<file path="src/rtl/fb_sync_pkg.sv">
// Shared types and sizing helpers for the synchronise-and-debounce block.
package fb_sync_pkg;

  typedef enum logic [0:0] {
    WARMUP = 1'b0,
    RUN    = 1'b1
  } fsm_state_t;

  // Bits needed to hold any value in 0..max_count.
  function automatic int unsigned cnt_width(input int unsigned max_count);
    return (max_count < 1) ? 1 : $clog2(max_count + 1);
  endfunction

endpackage

</file>
<file path="src/rtl/fb_bit_sync.sv">
// Multi-flop synchroniser for NUM_BITS independent asynchronous inputs.
module fb_bit_sync #(
  parameter int unsigned NUM_BITS = 1,
  parameter int unsigned STAGE    = 2,
  parameter int unsigned EDGE     = 1
) (
  input  logic                clk,
  input  logic                reset_n,
  input  logic [NUM_BITS-1:0] d,
  output logic [NUM_BITS-1:0] q
);

  logic [STAGE-1:0][NUM_BITS-1:0] sync_q;
  logic [STAGE-1:0][NUM_BITS-1:0] sync_d;

  always_comb begin
    sync_d    = sync_q;
    sync_d[0] = d;
    for (int unsigned i = 1; i < STAGE; i++) begin
      sync_d[i] = sync_q[i-1];
    end
  end

  // EDGE selects the sampling edge; 1 = posedge.
  generate
    if (EDGE != 0) begin : g_pos
      always_ff @(posedge clk or negedge reset_n) begin
        if (!reset_n) sync_q <= '0;
        else          sync_q <= sync_d;
      end
    end else begin : g_neg
      always_ff @(negedge clk or negedge reset_n) begin
        if (!reset_n) sync_q <= '0;
        else          sync_q <= sync_d;
      end
    end
  endgenerate

  assign q = sync_q[STAGE-1];

endmodule

</file>
<file path="src/rtl/fb_sync_debounce.sv">
// Synchronises raw inputs, then accepts a level change only after DEBOUNCE_CYCLES stable cycles.
module fb_sync_debounce
  import fb_sync_pkg::*;
#(
  parameter int unsigned         NUM_BITS        = 1,
  parameter int unsigned         STAGE           = 2,
  parameter int unsigned         DEBOUNCE_CYCLES = 4,
  parameter logic [NUM_BITS-1:0] RESET_VAL       = '0
) (
  input  logic                clk,
  input  logic                reset_n,
  input  logic [NUM_BITS-1:0] sync_in,
  input  logic                filt_en,
  output logic [NUM_BITS-1:0] level_out,
  output logic [NUM_BITS-1:0] rise_pulse,
  output logic [NUM_BITS-1:0] fall_pulse,
  output logic [NUM_BITS-1:0] pending
);

  localparam int unsigned       CNT_W     = cnt_width(DEBOUNCE_CYCLES);
  localparam int unsigned       WARM_W    = cnt_width(STAGE);
  localparam logic [CNT_W-1:0]  CNT_LAST  = CNT_W'(DEBOUNCE_CYCLES - 1);
  localparam logic [WARM_W-1:0] WARM_LAST = WARM_W'(STAGE - 1);

  logic [NUM_BITS-1:0] s;

  fsm_state_t                      state_q, state_d;
  logic [WARM_W-1:0]               warm_q, warm_d;
  logic [NUM_BITS-1:0][CNT_W-1:0]  cnt_q, cnt_d;
  logic [NUM_BITS-1:0]             level_q, level_d;
  logic [NUM_BITS-1:0]             rise_q, rise_d;
  logic [NUM_BITS-1:0]             fall_q, fall_d;
  logic [NUM_BITS-1:0]             pend_q, pend_d;

  fb_bit_sync #(
    .NUM_BITS (NUM_BITS),
    .STAGE    (STAGE),
    .EDGE     (1)
  ) u_sync (
    .clk     (clk),
    .reset_n (reset_n),
    .d       (sync_in),
    .q       (s)
  );

  // Warm-up lets reset zeros drain out of the synchroniser before filtering.
  always_comb begin
    state_d = state_q;
    warm_d  = warm_q;
    if (state_q == WARMUP) begin
      if (warm_q == WARM_LAST) begin
        state_d = RUN;
        warm_d  = '0;
      end else begin
        warm_d = warm_q + 1'b1;
      end
    end
  end

  always_comb begin
    cnt_d   = cnt_q;
    level_d = level_q;
    pend_d  = '0;
    if (state_q == WARMUP) begin
      cnt_d   = '0;
      level_d = RESET_VAL;
    end else begin
      for (int unsigned i = 0; i < NUM_BITS; i++) begin
        if (!filt_en) begin
          cnt_d[i]   = '0;
          level_d[i] = s[i];
        end else if (s[i] == level_q[i]) begin
          cnt_d[i] = '0;
        end else if (cnt_q[i] == CNT_LAST) begin
          cnt_d[i]   = '0;
          level_d[i] = s[i];
        end else begin
          cnt_d[i] = cnt_q[i] + 1'b1;
        end
      end
    end
    for (int unsigned i = 0; i < NUM_BITS; i++) begin
      pend_d[i] = (cnt_d[i] != '0);
    end
    // Edges derived from the registered level, so pulses coincide with the change.
    rise_d = level_d & ~level_q;
    fall_d = ~level_d & level_q;
  end

  always_ff @(posedge clk or negedge reset_n) begin
    if (!reset_n) begin
      state_q <= WARMUP;
      warm_q  <= '0;
      cnt_q   <= '0;
      level_q <= RESET_VAL;
      rise_q  <= '0;
      fall_q  <= '0;
      pend_q  <= '0;
    end else begin
      state_q <= state_d;
      warm_q  <= warm_d;
      cnt_q   <= cnt_d;
      level_q <= level_d;
      rise_q  <= rise_d;
      fall_q  <= fall_d;
      pend_q  <= pend_d;
    end
  end

  assign level_out  = level_q;
  assign rise_pulse = rise_q;
  assign fall_pulse = fall_q;
  assign pending    = pend_q;

endmodule

</file>
<file path="config.mk">
export PLATFORM = sky130hd
export DESIGN_NAME = fb_sync_debounce
export DESIGN_NICKNAME = d
export VERILOG_FILES = /design/src/rtl/fb_sync_pkg.sv /design/src/rtl/fb_bit_sync.sv /design/src/rtl/fb_sync_debounce.sv
export SDC_FILE = /design/constraint.sdc
export NUM_CORES = 1
export LEC_CHECK = 0
export CAP_MARGIN = 0
export CORE_AREA = 4 4 41 43
export DETAILED_ROUTE_END_ITERATION = 10
export DIE_AREA = 0 0 45 47
export PLACE_DENSITY_LB_ADDON = 0.1
export SKIP_LAST_GASP = 1
export SYNTH_ARGS = -nofsm -noshare
export SYNTH_HDL_FRONTEND = slang
export SYNTH_HIERARCHICAL = 1
export SYNTH_SLANG_ARGS = --single-unit
</file>
<file path="constraint.sdc">
create_clock -name clk -period 1.67 [get_ports clk]
set_input_delay 0.2505 -clock clk [delete_from_list [all_inputs] [get_ports clk]]
set_output_delay 0.2505 -clock clk [all_outputs]
set_load 0.005 [all_outputs]
</file>
==> results of run 1 <==
worst max path at each step:
stage | depth (start not counted) | slack, ns | end | startpoint
floorplan | 3 | 0.52 | pending$_DFF_PN0_ | cnt_q[0]$_DFF_PN0_
global placement | 3 | 0.48 | pending$_DFF_PN0_ | cnt_q[0]$_DFF_PN0_
detailed placement | 4 | 0.42 | level_out$_DFF_PN0_ | cnt_q[0]$_DFF_PN0_
CTS | 1 | 0.17 | level_out | level_out$_DFF_PN0_
global route | 1 | 0.12 | level_out | level_out$_DFF_PN0_
finish | 1 | 0.19 | level_out | level_out$_DFF_PN0_
per-layer routing:
metal / up-vias / part of all wire, % / global-route usage [%]
li1: 136 / - / -
met1: 143 / 41 / 10.24
met2: 10 / 50 / 15.82
met3: 2 / 9.0 / 3.065
met4: 0 / 0.66 / 5.263
met5: - / 0 / 0
sequential cells by signal (all words and copies together), names as in the netlist:
register	flops
fall_pulse	1
u_sync/q	1
level_out	1
warm_q	2
state_q	1
rise_pulse	1
u_sync/sync_d	1
cnt_q	3
pending	1
kinds of logic (layout without fill, tap and decap cells):
| kind of cell | count (synthesis) | count (layout) |
|---|---|---|
| AO/OA/AOI/OAI | 5 | 5 |
| flip-flops | 12 | 12 |
| multiplexers | 1 | 1 |
| XOR/XNOR | 2 | 2 |
| adder cells (fa/ha/maj) | 2 | 2 |
| buffers and inverters | 4 | 15 |
| AND/OR/NAND/NOR | 9 | 9 |
cells in the mapped netlist:
master | count | area, um2
nor3_1 | 2 | 10.01
xnor2_1 | 1 | 8.760
o21a_1 | 1 | 7.510
a21oi_1 | 3 | 15.01
inv_1 | 4 | 15.01
xor2_1 | 1 | 8.760
nand2b_1 | 1 | 6.260
a21o_1 | 1 | 7.510
and2_1 | 1 | 6.260
ha_1 | 1 | 12.51
maj3_1 | 1 | 10.01
mux2i_1 | 1 | 10.01
nand3_2 | 1 | 10.01
nor2_1 | 1 | 3.750
nor3b_2 | 1 | 12.51
nand2_1 | 2 | 7.510
dfrtp_1 | 12 | 300.3
worst register-to-register path, cell delays in order (launching register included):
cell      delay (ns)
dfrtp_1         0.42
ha_1            0.25
nand2b_1        0.14
and2_1          0.18
mux2i_1         0.20
where the power goes:
part / total (mW) / internal (mW) / switching [mW]
Combinational: 0.0610 / 0.0346 / 0.0264
Clock: 0.225 / 0.132 / 0.0929
Sequential: 0.316 / 0.305 / 0.0109
per-stage QoR:
| stage | hold WS [ns] | instances |
|---|---|---|
| after floorplan | -0.04509 | 35 |
| after global placement | 0.3355 | 57 |
| after detailed placement | 0.3397 | 57 |
| after CTS | 0.3397 | 61 |
| after global routing | 0.3622 | 61 |
| final | 0.3282 | 61 |
final cells by class:
type | instances | area [um2] | area share, %
clock buffer | 4 | 36.28 | 6.291
inverter | 4 | 15.01 | 2.603
multi-input combinational | 19 | 136.4 | 23.64
sequential | 12 | 300.3 | 52.06
tap | 15 | 18.77 | 3.254
timing repair buffer | 7 | 70.07 | 12.15
==> impl_results.md, run 1 <==
* Mapped Area at 451.7 um2
* Slowest CP cell: clkdlybuf4s50_1
* Die Ht at 47 um
* Commonest non-fill, non-tap cell in the layout: dfrtp_1
* DRT Pass-1 Iters at 5
* CP Cell Sequence: clkdlybuf4s50_1
* Via count at 291
* Netlist cell types at 17
* Design area at 576.8 um2
* Crit path largest cell delay at 0.53 ns
* DR iter-0 viols at 7
* Initial Util at 34.71%
* Post-CTS setup buffer count at 0
* Worst slew pin tran at 0.5326 ns
* Share of cells above drive strength 1 at 13.04%
* Most frequent cells in the layout: dfrtp_1, clkdlybuf4s50_1, inv_1
* Synth Area in Adders at 4.986%
* Largest family of logic cells by synthesized area: simple AND/OR/NAND/NOR gates
* Max-slew violations at 0
* #FFs+latches synth at 12
* Vias in the first global route at 327
* FP Rows at 13
* Worst EP required at 1.42 ns
* Syn. warnings at 6
* Placed Area at 540.5 um2
* Slew headroom at 64.38%
* WL final at 759 um
* Post-synthesis sequential area ratio at 66.48%
* Top delay family on crit path: buffers and inverters
* CTS tree: built
* Post-CTS Resized at 0
* Fin. Hold Viols at 0
* Max cap viols at 0
* Power Dens Cells at 1044 nW/um2
* Global-route usage over all layers at 9.310%
* Largest net degree at the start of global routing at 13
* CTS root buf: clkbuf_4
* RSZ-0062 raised after global routing: no
* Synth Area in XOR/XNOR at 3.878%
* H-tree depth at 1
* Status: finished clean
* CTS buffer count at 3
* Grt total ovfl at 0
* # port buffers at 7
* Clock skew at 0.005408 ns
* Clock sink total at 12
* Post-synthesis simple-gate area fraction at 12.47%
* DR DRC count at 0
* Crit path DAT at 1.23 ns
* Synth Area in Compound Gates at 6.648%
* Dpl ws at 0.4201 ns
* CP endpoint kind: output port
* Io pins at 8
* Nets at 52
* Period minus WS final at 1.485 ns
* Slack of the critical path at 0.1850 ns
* Tcrit/Tclk final at 88.92%
* First-pass GRT wire length at 1386 um
* Worst path buffer plus inverter count at 1
* Core Area at 1301 um2
* Reg2reg start: cnt_q[0]$_DFF_PN0_
* Area grow syn2layout at 27.70%
* Layout Utilization at 44.33%
* Clock transition at path regs at 0.08 ns
* FF-to-FF setup slack at 0.42 ns
* Worst setup SP type: register
* Worst Path Max Fanout at 5
* Antenna violations before repair at 0
* Reg2Reg Depth at 4
* Die ar. at 2115 um2
* WL per Instance at 12.44 um
* Clock Tree Buf Depth at 2
* Clk_lat worst skew at 0.27 ns
* Multiplexer area fraction after synthesis at 2.216%
* Max Freq at 673.4 MHz
* Setup CP Type: register to output port
* Final RePlAce weighted congestion at 0.6791
* Max VDD drop at 412.4 uV
* HP Class: primary input to async pin
* Post-Route Setup TNS at 0 ns
* Leakage at 0.2733 nW
* Vias/cell at 4.770
* # diodes at 0
* Final Setup Violations at 0
* Width of the die at 45 um
* Mapped Nets at 40
* Cell count after synthesis at 35
* Worst flop-to-flop path endpoint: level_out$_DFF_PN0_
* # fillers at 144
* Syn Area/Cell at 12.91 um2
* Hold_buf cts at 0
* HPWL after DPL at 589.4 um
* Total Power at 0.6024 mW
* Remaining antenna violation count after routing at 0
No activity file was read; power rests on OpenSTA's default activity.
==> run 2, diff against run 1 <==
--- a/config.mk
+++ b/config.mk
@@ -15,3 +15,4 @@
 export SYNTH_HDL_FRONTEND = slang
 export SYNTH_HIERARCHICAL = 1
 export SYNTH_SLANG_ARGS = --single-unit
+export TNS_END_PERCENT = 5
==> results of run 2 <==
Final layout, timing and power as in run 1 (identical DEF).
==> run 3, diff against run 2 <==
--- a/config.mk
+++ b/config.mk
@@ -5,7 +5,7 @@
 export SDC_FILE = /design/constraint.sdc
 export NUM_CORES = 1
 export LEC_CHECK = 0
-export CAP_MARGIN = 0
+export CAP_MARGIN = 30
 export CORE_AREA = 4 4 41 43
 export DETAILED_ROUTE_END_ITERATION = 10
 export DIE_AREA = 0 0 45 47
==> results of run 3 <==
Final layout, timing and power as in run 1 (identical DEF).
